[src/rtl/decode_dispatch_queue_if.sv]
// Bundle of the decode-to-issue queue signals: upstream enqueue, writeback snoop,
// flush and the issue-side head handshake.
interface decode_dispatch_queue_if #(
  parameter int UOP_W = 32,
  parameter int DEPTH = 4
);
  localparam int CW = $clog2(DEPTH) + 1;

  logic             bco_valid;
  logic             i_valid;
  logic             o_ready;
  logic [UOP_W-1:0] i_uop;
  logic [3:0]       i_dst_rob;
  logic [31:0]      i_regfs_data0;
  logic [31:0]      i_regfs_data1;
  logic             i_rat_src0_valid;
  logic             i_rat_src1_valid;
  logic [3:0]       i_rat_src0_rob;
  logic [3:0]       i_rat_src1_rob;
  logic             wb_valid;
  logic [3:0]       wb_rob;
  logic [31:0]      wb_data;
  logic             o_valid;
  logic             i_ready;
  logic [UOP_W-1:0] o_uop;
  logic [3:0]       o_dst_rob;
  logic [31:0]      o_src0_data;
  logic [31:0]      o_src1_data;
  logic [CW-1:0]    o_count;

  modport master (
    output bco_valid, i_valid, i_uop, i_dst_rob, i_regfs_data0, i_regfs_data1,
           i_rat_src0_valid, i_rat_src1_valid, i_rat_src0_rob, i_rat_src1_rob,
           wb_valid, wb_rob, wb_data, i_ready,
    input  o_ready, o_valid, o_uop, o_dst_rob, o_src0_data, o_src1_data, o_count
  );

  modport slave (
    input  bco_valid, i_valid, i_uop, i_dst_rob, i_regfs_data0, i_regfs_data1,
           i_rat_src0_valid, i_rat_src1_valid, i_rat_src0_rob, i_rat_src1_rob,
           wb_valid, wb_rob, wb_data, i_ready,
    output o_ready, o_valid, o_uop, o_dst_rob, o_src0_data, o_src1_data, o_count
  );
endinterface

[src/rtl/decode_dispatch_queue.sv]
// In-order operand-capture queue: uops wait here until both sources are resolved,
// snooping the writeback bus, and issue strictly from the head.
module decode_dispatch_queue #(
  parameter int DEPTH = 4,
  parameter int UOP_W = 32
) (
  input  logic                   clk,
  input  logic                   resetn,
  decode_dispatch_queue_if.slave bus
);
  localparam int PW = $clog2(DEPTH);
  localparam int CW = PW + 1;

  logic [DEPTH-1:0] r_valid;
  logic [UOP_W-1:0] r_uop   [DEPTH];
  logic [3:0]       r_dst   [DEPTH];
  logic [DEPTH-1:0] r_rdy0;
  logic [DEPTH-1:0] r_rdy1;
  logic [3:0]       r_tag0  [DEPTH];
  logic [3:0]       r_tag1  [DEPTH];
  logic [31:0]      r_data0 [DEPTH];
  logic [31:0]      r_data1 [DEPTH];
  logic [PW-1:0]    r_rd_ptr;
  logic [PW-1:0]    r_wr_ptr;
  logic [CW-1:0]    r_count;

  logic             w_enq;
  logic             w_deq;
  logic             w_enq_rdy0;
  logic             w_enq_rdy1;
  logic [31:0]      w_enq_data0;
  logic [31:0]      w_enq_data1;
  logic [DEPTH-1:0] w_hit0;
  logic [DEPTH-1:0] w_hit1;

  // Full is judged on the registered count only; a same-cycle dequeue earns no credit.
  assign bus.o_ready     = (r_count != CW'(DEPTH));
  assign bus.o_valid     = r_valid[r_rd_ptr] && r_rdy0[r_rd_ptr] && r_rdy1[r_rd_ptr];
  assign bus.o_uop       = r_uop[r_rd_ptr];
  assign bus.o_dst_rob   = r_dst[r_rd_ptr];
  assign bus.o_src0_data = r_data0[r_rd_ptr];
  assign bus.o_src1_data = r_data1[r_rd_ptr];
  assign bus.o_count     = r_count;

  assign w_enq = bus.i_valid && bus.o_ready;
  assign w_deq = bus.o_valid && bus.i_ready;

  // A source renamed to a tag being written back this very cycle is captured on entry.
  assign w_enq_rdy0  = !bus.i_rat_src0_valid || (bus.wb_valid && bus.wb_rob == bus.i_rat_src0_rob);
  assign w_enq_rdy1  = !bus.i_rat_src1_valid || (bus.wb_valid && bus.wb_rob == bus.i_rat_src1_rob);
  assign w_enq_data0 = bus.i_rat_src0_valid ? bus.wb_data : bus.i_regfs_data0;
  assign w_enq_data1 = bus.i_rat_src1_valid ? bus.wb_data : bus.i_regfs_data1;

  always_comb begin
    w_hit0 = '0;
    w_hit1 = '0;
    for (int i = 0; i < DEPTH; i++) begin
      w_hit0[i] = r_valid[i] && !r_rdy0[i] && bus.wb_valid && (bus.wb_rob == r_tag0[i]);
      w_hit1[i] = r_valid[i] && !r_rdy1[i] && bus.wb_valid && (bus.wb_rob == r_tag1[i]);
    end
  end

  always_ff @(posedge clk or negedge resetn) begin
    if (!resetn) begin
      r_valid  <= '0;
      r_rdy0   <= '0;
      r_rdy1   <= '0;
      r_rd_ptr <= '0;
      r_wr_ptr <= '0;
      r_count  <= '0;
      for (int i = 0; i < DEPTH; i++) begin
        r_uop[i]   <= '0;
        r_dst[i]   <= '0;
        r_tag0[i]  <= '0;
        r_tag1[i]  <= '0;
        r_data0[i] <= '0;
        r_data1[i] <= '0;
      end
    end else if (bus.bco_valid) begin
      r_valid  <= '0;
      r_rd_ptr <= '0;
      r_wr_ptr <= '0;
      r_count  <= '0;
    end else begin
      for (int i = 0; i < DEPTH; i++) begin
        if (w_hit0[i]) begin
          r_rdy0[i]  <= 1'b1;
          r_data0[i] <= bus.wb_data;
        end
        if (w_hit1[i]) begin
          r_rdy1[i]  <= 1'b1;
          r_data1[i] <= bus.wb_data;
        end
      end
      if (w_deq) begin
        r_valid[r_rd_ptr] <= 1'b0;
        r_rd_ptr          <= r_rd_ptr + PW'(1);
      end
      // The write slot is never a valid entry here, so it cannot collide with a wakeup.
      if (w_enq) begin
        r_valid[r_wr_ptr] <= 1'b1;
        r_uop[r_wr_ptr]   <= bus.i_uop;
        r_dst[r_wr_ptr]   <= bus.i_dst_rob;
        r_rdy0[r_wr_ptr]  <= w_enq_rdy0;
        r_rdy1[r_wr_ptr]  <= w_enq_rdy1;
        r_tag0[r_wr_ptr]  <= bus.i_rat_src0_rob;
        r_tag1[r_wr_ptr]  <= bus.i_rat_src1_rob;
        r_data0[r_wr_ptr] <= w_enq_data0;
        r_data1[r_wr_ptr] <= w_enq_data1;
        r_wr_ptr          <= r_wr_ptr + PW'(1);
      end
      if (w_enq && !w_deq) begin
        r_count <= r_count + CW'(1);
      end else if (!w_enq && w_deq) begin
        r_count <= r_count - CW'(1);
      end
    end
  end
endmodule

[src/flat_wrapper.sv]
// flat-port wrapper written by rule: the top's interface ports become plain ports
module decode_dispatch_queue_flat 
#(
  parameter int DEPTH = 4,
  parameter int UOP_W = 32
)
  (clk, resetn, bus_bco_valid, bus_i_valid, bus_i_uop, bus_i_dst_rob, bus_i_regfs_data0, bus_i_regfs_data1, bus_i_rat_src0_valid, bus_i_rat_src1_valid, bus_i_rat_src0_rob, bus_i_rat_src1_rob, bus_wb_valid, bus_wb_rob, bus_wb_data, bus_i_ready, bus_o_ready, bus_o_valid, bus_o_uop, bus_o_dst_rob, bus_o_src0_data, bus_o_src1_data, bus_o_count);
  decode_dispatch_queue_if #(.UOP_W(UOP_W), .DEPTH(DEPTH)) bus_i ();
  input  logic clk;
  input  logic resetn;
  input wire logic [$bits(bus_i.bco_valid)-1:0] bus_bco_valid;
  input wire logic [$bits(bus_i.i_valid)-1:0] bus_i_valid;
  input wire logic [$bits(bus_i.i_uop)-1:0] bus_i_uop;
  input wire logic [$bits(bus_i.i_dst_rob)-1:0] bus_i_dst_rob;
  input wire logic [$bits(bus_i.i_regfs_data0)-1:0] bus_i_regfs_data0;
  input wire logic [$bits(bus_i.i_regfs_data1)-1:0] bus_i_regfs_data1;
  input wire logic [$bits(bus_i.i_rat_src0_valid)-1:0] bus_i_rat_src0_valid;
  input wire logic [$bits(bus_i.i_rat_src1_valid)-1:0] bus_i_rat_src1_valid;
  input wire logic [$bits(bus_i.i_rat_src0_rob)-1:0] bus_i_rat_src0_rob;
  input wire logic [$bits(bus_i.i_rat_src1_rob)-1:0] bus_i_rat_src1_rob;
  input wire logic [$bits(bus_i.wb_valid)-1:0] bus_wb_valid;
  input wire logic [$bits(bus_i.wb_rob)-1:0] bus_wb_rob;
  input wire logic [$bits(bus_i.wb_data)-1:0] bus_wb_data;
  input wire logic [$bits(bus_i.i_ready)-1:0] bus_i_ready;
  output wire logic [$bits(bus_i.o_ready)-1:0] bus_o_ready;
  output wire logic [$bits(bus_i.o_valid)-1:0] bus_o_valid;
  output wire logic [$bits(bus_i.o_uop)-1:0] bus_o_uop;
  output wire logic [$bits(bus_i.o_dst_rob)-1:0] bus_o_dst_rob;
  output wire logic [$bits(bus_i.o_src0_data)-1:0] bus_o_src0_data;
  output wire logic [$bits(bus_i.o_src1_data)-1:0] bus_o_src1_data;
  output wire logic [$bits(bus_i.o_count)-1:0] bus_o_count;
  assign bus_i.bco_valid = bus_bco_valid;
  assign bus_i.i_valid = bus_i_valid;
  assign bus_i.i_uop = bus_i_uop;
  assign bus_i.i_dst_rob = bus_i_dst_rob;
  assign bus_i.i_regfs_data0 = bus_i_regfs_data0;
  assign bus_i.i_regfs_data1 = bus_i_regfs_data1;
  assign bus_i.i_rat_src0_valid = bus_i_rat_src0_valid;
  assign bus_i.i_rat_src1_valid = bus_i_rat_src1_valid;
  assign bus_i.i_rat_src0_rob = bus_i_rat_src0_rob;
  assign bus_i.i_rat_src1_rob = bus_i_rat_src1_rob;
  assign bus_i.wb_valid = bus_wb_valid;
  assign bus_i.wb_rob = bus_wb_rob;
  assign bus_i.wb_data = bus_wb_data;
  assign bus_i.i_ready = bus_i_ready;
  assign bus_o_ready = bus_i.o_ready;
  assign bus_o_valid = bus_i.o_valid;
  assign bus_o_uop = bus_i.o_uop;
  assign bus_o_dst_rob = bus_i.o_dst_rob;
  assign bus_o_src0_data = bus_i.o_src0_data;
  assign bus_o_src1_data = bus_i.o_src1_data;
  assign bus_o_count = bus_i.o_count;
  decode_dispatch_queue #(.DEPTH(DEPTH), .UOP_W(UOP_W)) u_core (.clk(clk), .resetn(resetn), .bus(bus_i));
endmodule
[config.mk]
export PLATFORM = sky130hd
export DESIGN_NAME = decode_dispatch_queue_flat
export DESIGN_NICKNAME = d
export VERILOG_FILES = /design/src/rtl/decode_dispatch_queue_if.sv /design/src/rtl/decode_dispatch_queue.sv /design/src/flat_wrapper.sv
export SDC_FILE = /design/constraint.sdc
export NUM_CORES = 1
export LEC_CHECK = 0
export CAP_MARGIN = 20
export CORE_MARGIN = 4
export CORE_UTILIZATION = 40
export CTS_CLUSTER_SIZE = 8
export DETAILED_ROUTE_END_ITERATION = 16
export MAX_ROUTING_LAYER = met4
export PLACE_DENSITY = 0.62
export SYNTH_ARGS = -nofsm -noshare
export SYNTH_HDL_FRONTEND = slang
export SYNTH_SLANG_ARGS = --single-unit
[constraint.sdc]
create_clock -name clk -period 2.21 [get_ports clk]
set_input_delay 0.442 -clock clk [delete_from_list [all_inputs] [get_ports clk]]
set_output_delay 0.442 -clock clk [all_outputs]
set_load 0.01 [all_outputs]
== After elaboration in Yosys (flattened, before gate mapping) ==
Cells that the tools add are included.

* Eq/ne operators: 11
* Reduce and logical (&&, ||, !) cells: 53
* Bitwise logic cells: 6
* Add/subtract/negate cells: 4
* Multiplexer cells: 83
* Magnitude comparators: 7

{| class="wikitable"
|+ Operator list
! cell !! count
|-
| two-way mux 32 bit || 25
|-
| bitwise mux 128 bit || 3
|-
| two-way mux 128 bit || 2
|-
| binary-select mux 32 bit (select 2 bit) || 3
|-
| demux 32 bit (select 2 bit) || 1
|-
| bitwise mux 16 bit || 3
|-
| equality test 4 bit || 10
|-
| two-way mux 4 bit || 9
|-
| logical AND 1 bit || 35
|-
| two-way mux 1 bit || 21
|-
| zero test 1 bit || 12
|-
| two-way mux 3 bit || 3
|-
| binary-select mux 4 bit (select 2 bit) || 1
|-
| bitwise mux 4 bit || 2
|-
| demux 4 bit (select 2 bit) || 1
|-
| two-way mux 2 bit || 4
|-
| binary-select mux 1 bit (select 2 bit) || 3
|-
| >= comparator 3 bit (second input constant) || 2
|-
| < comparator 2 x 3 -> 1 bit (second input constant) || 2
|-
| inverter 2 -> 3 bit || 2
|-
| adder 2 x 1 -> 2 bit (second input constant) || 2
|-
| AND 4 bit || 1
|-
| demux 1 bit (select 2 bit) || 2
|-
| >= comparator 2 x 1 -> 1 bit (second input constant) || 2
|-
| other kinds (11) || 13
|}

* Logic and storage cells: 194
* Register bits: 451
* Input bits: 152

== Longest topological paths before layout ==
* Word-level depth: 11
* Mapped depth: 9
* Depth with buffers taken out: 8

== Least setup slack after synthesis ==
No wires, ideal clock.

* Path kind: register -> register
* Start: register u_core.r_count[1] (netlist: u_core.bus.o_count[1])
* End: register u_core.r_count[2] (netlist: u_core.bus.o_count[2])
* Arrival time: 2.156 ns
* Path buffers: 1
* Required time: 2.085 ns
* Cell stages (with the launch flop): 9
* Setup time: 0.125 ns
* Slack: -0.071 ns
* Path through: dfrtp_1 > or3b_1 > buf_6 > nand2_1 > a21oi_1 > fa_1 > and2_1 > mux2i_1 > mux2_2

* Word-level cells in the longest chain between the ends: 5

{| class="wikitable"
|+ Ends and longest elaborated chain
! element !! RTL line !! RTL
|-
| start, declared || decode_dispatch_queue.sv:25 || <nowiki>logic [CW-1:0] r_count;</nowiki>
|-
| start signal, assigned || decode_dispatch_queue.sv:113 || <nowiki>r_count <= r_count + CW'(1);</nowiki>
|-
| start signal, assigned || decode_dispatch_queue.sv:115 || <nowiki>r_count <= r_count - CW'(1);</nowiki>
|-
| inequality test 3 bit * || decode_dispatch_queue.sv:37 || <nowiki>assign bus.o_ready = (r_count != CW'(DEPTH));</nowiki>
|-
| named net bus_o_ready || flat_wrapper.sv:25 || <nowiki>output wire logic [$bits(bus_i.o_ready)-1:0] bus_o_ready;</nowiki>
|-
| logical AND 1 bit * || decode_dispatch_queue.sv:45 || <nowiki>assign w_enq = bus.i_valid && bus.o_ready;</nowiki>
|-
| logical AND 1 bit / zero test 1 bit (equally long branches) || decode_dispatch_queue.sv:112, decode_dispatch_queue.sv:114 ||
|-
| two-way mux 3 bit / logical AND 1 bit (equally long branches) || decode_dispatch_queue.sv:112, decode_dispatch_queue.sv:114 ||
|-
| two-way mux 3 bit / nonzero test 3 bit (equally long branches) || - ||
|}

The timed path passes the listed nets; every way through them passes the cells marked *. The select of a mux whose other input is x is not followed.
A chain may end at the register's enable or synchronous reset.

== Worst setup path after layout ==
* Start: register u_core.r_rd_ptr[0]
* End: output bus_o_src1_data[29]

* Word-level cells in the longest chain between the ends: 4

{| class="wikitable"
|+ Ends and longest elaborated chain
! element !! RTL line !! RTL
|-
| start, declared || decode_dispatch_queue.sv:23 || <nowiki>logic [PW-1:0] r_rd_ptr;</nowiki>
|-
| start signal, assigned || decode_dispatch_queue.sv:97 || <nowiki>r_rd_ptr <= r_rd_ptr + PW'(1);</nowiki>
|-
| inverter 2 -> 3 bit (implied by the code) || decode_dispatch_queue.sv:42 || <nowiki>assign bus.o_src1_data = r_data1[r_rd_ptr];</nowiki>
|-
| binary-select mux 32 bit (select 2 bit) || decode_dispatch_queue.sv:42 ||
|-
| two-way mux 32 bit (implied by the code) (2 in series) || decode_dispatch_queue.sv:42 ||
|-
| end, declared || flat_wrapper.sv:30 || <nowiki>output wire logic [$bits(bus_i.o_src1_data)-1:0] bus_o_src1_data;</nowiki>
|}

Every way passes these cells. The select of a mux whose other input is x is not followed.

==> impl_metrics.xml <==
<?xml version="1.0" encoding="UTF-8"?>
<metrics>
  <group name="floorplanning">
    <metric name="floorplan.core_area" unit="µm²">55300</metric>
    <metric name="die_area" unit="µm²">59900</metric>
    <metric name="chipHeight" unit="µm">245</metric>
    <metric name="initial_utilization" unit="%">40.5</metric>
    <metric name="ios" unit="">257</metric>
    <metric name="floorplan.die.width" unit="µm">245</metric>
    <metric name="rows" unit="">86</metric>
  </group>
  <group name="global_route">
    <metric name="grt_util_all_layers" unit="%">25.8</metric>
    <metric name="grt_start_max_net_pins" unit="">78</metric>
    <metric name="first_global_vias" unit="">18900</metric>
    <metric name="first_pass_grt_wire_length" unit="µm">116000</metric>
    <metric name="grt_antenna_before_repair" unit="">7</metric>
    <metric name="grt.overflow.total" unit="">0</metric>
  </group>
  <group name="cts">
    <metric name="cts-root-buf" unit="">sky130_fd_sc_hd__clkbuf_16</metric>
    <metric name="tritoncts.num_buffers" unit="">66</metric>
    <metric name="cts.sinks" unit="">451</metric>
    <metric name="clock_tree.htree_level_count" unit="">3</metric>
    <metric name="tritoncts" unit="">yes</metric>
    <metric name="clk_slew_on_worst_s_h_paths" unit="ns">0.05</metric>
    <metric name="clock_latency" unit="ns">0.61</metric>
    <metric name="cts.path.max_buffers" unit="">3</metric>
  </group>
  <group name="synth">
    <metric name="synthMostInstantiatedCell" unit="">sky130_fd_sc_hd__dfrtp_1</metric>
    <metric name="share_of_synthesized_registers_carrying_an_async_set_or_reset" unit="%">100</metric>
    <metric name="syn-mean-instance-area" unit="µm²">11.8</metric>
    <metric name="netlist_area" unit="µm²">22400</metric>
    <metric name="synth_enable_flop_cells" unit="">0</metric>
    <metric name="synth_seq_area_share" unit="%">50.3</metric>
    <metric name="postSynthRegisterBits" unit="">451</metric>
    <metric name="synth_top_cells_by_area" unit="">sky130_fd_sc_hd__dfrtp_1 (50%), sky130_fd_sc_hd__mux4_2 (10%), sky130_fd_sc_hd__mux2_2 (8.3%)</metric>
    <metric name="post_synth_cell_types" unit="">50</metric>
    <metric name="yosysWarningCount" unit="">0</metric>
    <metric name="synthCells" unit="">1904</metric>
    <metric name="synth_top_cells_by_count" unit="">sky130_fd_sc_hd__dfrtp_1 (451), sky130_fd_sc_hd__nand2_1 (313), sky130_fd_sc_hd__mux2_2 (166), sky130_fd_sc_hd__nor2_1 (146), sky130_fd_sc_hd__a221o_1 (123)</metric>
    <metric name="post_synthesis_cell_type_with_the_largest_combined_area" unit="">sky130_fd_sc_hd__dfrtp_1</metric>
    <metric name="synth_ff_type" unit="">sky130_fd_sc_hd__dfrtp_1</metric>
    <metric name="syn-num-nets" unit="">2065</metric>
    <metric name="synth_top_area_share" unit="%">50.3</metric>
  </group>
  <group name="power">
    <metric name="seq_power_share" unit="%">39.1</metric>
    <metric name="power_report.internal_total" unit="mW">25.1</metric>
    <metric name="power.switching_fraction" unit="%">30.4</metric>
    <metric name="combinationalPowerShare" unit="%">35.7</metric>
    <metric name="p_per_area" unit="nW/µm²">1210</metric>
    <metric name="p_sw" unit="mW">10.9</metric>
    <metric name="maximum_vdd_drop" unit="mV">0.694</metric>
    <metric name="clock_power_share" unit="%">25.2</metric>
    <metric name="leakage" unit="nW">12.7</metric>
  </group>
  <group name="setup_path">
    <metric name="cpMostUsedCell" unit="">sky130_fd_sc_hd__buf_12</metric>
    <metric name="setup.worst_path.start_class" unit="">register</metric>
    <metric name="critical_path_peak_fanout" unit="">8</metric>
    <metric name="crit_path_max_incr_delay" unit="ns">0.53</metric>
    <metric name="timing.critical_path.max_delay_family" unit="">buffers and inverters</metric>
    <metric name="cp_num_buf_inv" unit="">4</metric>
    <metric name="worst-endpoint-arrival" unit="ns">2.20</metric>
    <metric name="timing.critical_path.to_type" unit="">output pin</metric>
    <metric name="timing.critical_path.cells" unit="">buf_12, buf_16, buf_12, mux4_2, buf_6</metric>
    <metric name="critPathRequiredTime" unit="ns">1.77</metric>
    <metric name="path_class" unit="">register to output pin</metric>
    <metric name="worst_path_max_delay_cell" unit="">sky130_fd_sc_hd__mux4_2</metric>
  </group>
  <group name="outcome">
    <metric name="failing_checks" unit="">negative setup slack</metric>
    <metric name="run_status" unit="">finished with violations</metric>
  </group>
  <group name="layout">
    <metric name="area_growth" unit="%">32.3</metric>
    <metric name="fillCellCount" unit="">4765</metric>
    <metric name="finalInstanceArea" unit="µm²">29700</metric>
    <metric name="final_core_util" unit="%">53.6</metric>
    <metric name="final_layout_size_suffix_gt1_share" unit="%">29.7</metric>
    <metric name="fin_cells" unit="">3030</metric>
    <metric name="nNetsFinal" unit="">2428</metric>
  </group>
  <group name="sta">
    <metric name="finalHoldWorstSlack" unit="ns">0.359</metric>
    <metric name="timing.max_slew.rel_slack" unit="%">66.5</metric>
    <metric name="fmax" unit="MHz">379</metric>
    <metric name="period_needed" unit="ns">2.64</metric>
    <metric name="finalHoldViolCount" unit="">0</metric>
    <metric name="post-route-period-util" unit="%">119</metric>
    <metric name="timing.final.ws_setup" unit="ns">-0.429</metric>
    <metric name="tightest_slew" unit="ns">0.488</metric>
    <metric name="rsz_0062_raised_after_global_routing" unit="">yes</metric>
    <metric name="fin_worst_skew" unit="ns">0.0259</metric>
    <metric name="timing.final.setup_violations" unit="">103</metric>
    <metric name="report.final.slew_viol_count" unit="">0</metric>
  </group>
  <group name="placement">
    <metric name="portBuffers" unit="">256</metric>
    <metric name="dpl_worst_slack" unit="ns">-0.424</metric>
    <metric name="dpl.cell_count" unit="">2921</metric>
    <metric name="dp_hpwl" unit="µm">49000</metric>
    <metric name="routability_congestion_estimate_from_global_placement" unit="">0.853</metric>
    <metric name="place_area" unit="µm²">27400</metric>
  </group>
  <group name="routing">
    <metric name="remaining_drc_errors" unit="">0</metric>
    <metric name="postRouteWirelength" unit="µm">75600</metric>
    <metric name="drtIter0Drc" unit="">1661</metric>
    <metric name="firstDrtPassIters" unit="">5</metric>
    <metric name="routed-via-count" unit="">17900</metric>
    <metric name="vias_per_cell" unit="">5.92</metric>
    <metric name="routed_wire_length_per_instance" unit="µm">25.0</metric>
    <metric name="postRouteAntennaNets" unit="">0</metric>
  </group>
  <group name="worst_hold_path">
    <metric name="min-delay-path-class" unit="">input port to asynchronous set/reset pin</metric>
  </group>
  <group name="run">
    <metric name="cap_viol_max_count" unit="">0</metric>
  </group>
</metrics>
==> logic make-up after synthesis <==
| group | synth area share, % |
|---|---|
| simple gates | 9.98 |
| flops | 50.3 |
| compound gates | 14.1 |
| mux | 20.1 |
| buf+inv | 3.30 |
| xor+xnor | 1.68 |
| fa+ha+maj | 0.536 |
==> worst paths after layout <==
kind                                                      from  slack, ns  cells past startpoint                           endpoint
min in group clk                                 bus_bco_valid       0.36                      3       u_core.r_rdy1[1]$_DFFE_PN0N_
worst max-delay path            u_core.r_rd_ptr[0]$_DFFE_PN0P_      -0.43                      5                bus_o_src1_data[29]
worst min register to register    u_core.r_uop[68]$_DFFE_PN0P_       0.47                      2       u_core.r_uop[68]$_DFFE_PN0P_
worst min-delay path                                    resetn       0.36                      2     u_core.r_data0[99]$_DFFE_PN0N_
max in group asynchronous                               resetn       1.05                      3       u_core.r_dst[10]$_DFFE_PN0P_
worst max register to register  u_core.r_rd_ptr[0]$_DFFE_PN0P_      -0.30                     10  u_core.bus.o_count[2]$_DFFE_PN0P_
==> layout make-up <==
type	count	area [µm²]	area share [%]
multi-input combinational	1282	10500	35.5
clock inverter	8	98.8	0.333
clock buffer	68	1660	5.59
tap	748	936	3.15
antenna	7	17.5	0.0590
timing repair buffer	456	5100	17.2
sequential	451	11300	38.1
inverter	10	40.0	0.135
==> state kept, by name, summed over array words and instances, names as in the netlist <==
name,count
u_core.r_rdy1,4
u_core.r_uop,128
u_core.r_rd_ptr,2
u_core.r_wr_ptr,2
u_core.r_data1,128
u_core.r_rdy0,4
u_core.r_valid,4
u_core.r_data0,128
u_core.r_dst,16
u_core.bus.o_count,3
u_core.r_tag1,16
u_core.r_tag0,16
==> worst register-to-register path, cell delays in order, from the launching register on <==
cell and delay [ns]:
sky130_fd_sc_hd__dfrtp_4 0.51, sky130_fd_sc_hd__buf_12 0.17, sky130_fd_sc_hd__buf_4 0.16, sky130_fd_sc_hd__nand4b_1 0.20
sky130_fd_sc_hd__nand3_2 0.10, sky130_fd_sc_hd__o21a_1 0.19, sky130_fd_sc_hd__a21oi_2 0.09, sky130_fd_sc_hd__fa_2 0.34
sky130_fd_sc_hd__and2_1 0.14, sky130_fd_sc_hd__mux2i_1 0.14, sky130_fd_sc_hd__mux2_2 0.34
==> through the flow <==
| stage | power (mW) | TNS [ns] |
|---|---|---|
| floorplan | 20.7 | 0 |
| global placement | 26.0 | -78.35 |
| detailed placement | 26.5 | -83.49 |
| CTS | 36.1 | -38.85 |
| global route | 37.8 | -38.40 |
| finish | 36.0 | -32.16 |
==> power groups by stage <==
stage | Sequential (mW) | Combinational, mW | Clock, mW
final | 14.1 | 12.9 | 9.06
after floorplan | 13.4 | 7.31 | 0
after global placement | 13.9 | 12.1 | 0
after detailed placement | 14.1 | 12.4 | 0
after CTS | 14.0 | 12.9 | 9.26
after global routing | 14.4 | 13.8 | 9.58
==> per-layer routing <==
metal	global-route usage (%)	routed length, µm	vias up
met2	39.2	35600	871
li1	-	-	7746
met3	7.57	7160	197
met4	9.95	2750	0
met1	32.9	30100	9114
met5	-	0	-
==> layout by cell type, fill, tap and decap left out, types with 7 or more instances in the layout <==
cell / n
sky130_fd_sc_hd__buf_2: 17
sky130_fd_sc_hd__a2bb2oi_1: 95
sky130_fd_sc_hd__o21ai_0: 97
sky130_fd_sc_hd__o221a_1: 30
sky130_fd_sc_hd__xor2_1: 20
sky130_fd_sc_hd__ha_1: 8
sky130_fd_sc_hd__buf_6: 99
sky130_fd_sc_hd__nor2_1: 144
sky130_fd_sc_hd__nor3_1: 11
sky130_fd_sc_hd__clkbuf_16: 67
sky130_fd_sc_hd__a21oi_1: 11
sky130_fd_sc_hd__inv_1: 9
sky130_fd_sc_hd__xnor2_1: 23
sky130_fd_sc_hd__mux2i_1: 38
sky130_fd_sc_hd__a221o_1: 123
sky130_fd_sc_hd__clkdlybuf4s50_1: 150
sky130_fd_sc_hd__mux4_2: 100
sky130_fd_sc_hd__nand3_1: 11
sky130_fd_sc_hd__mux2_2: 166
sky130_fd_sc_hd__nor2b_1: 34
sky130_fd_sc_hd__diode_2: 7
sky130_fd_sc_hd__buf_4: 114
sky130_fd_sc_hd__dfrtp_1: 449
sky130_fd_sc_hd__buf_12: 66
sky130_fd_sc_hd__nand2_1: 307
==> what timing repair did <==
| item | in CTS | in global routing |
|---|---|---|
| pin swaps | 2 | 2 |
| gates resized for setup | 515 | 28 |
| setup endpoints to repair | 103 | 327 |
| buffers inserted | 18 | 5 |
| gates cloned | 6 | 1 |
| endpoints found under the hold margin | 30 | 0 |
| hold buffers | 1 | 0 |
No activity file was read; power rests on OpenSTA's default activity.
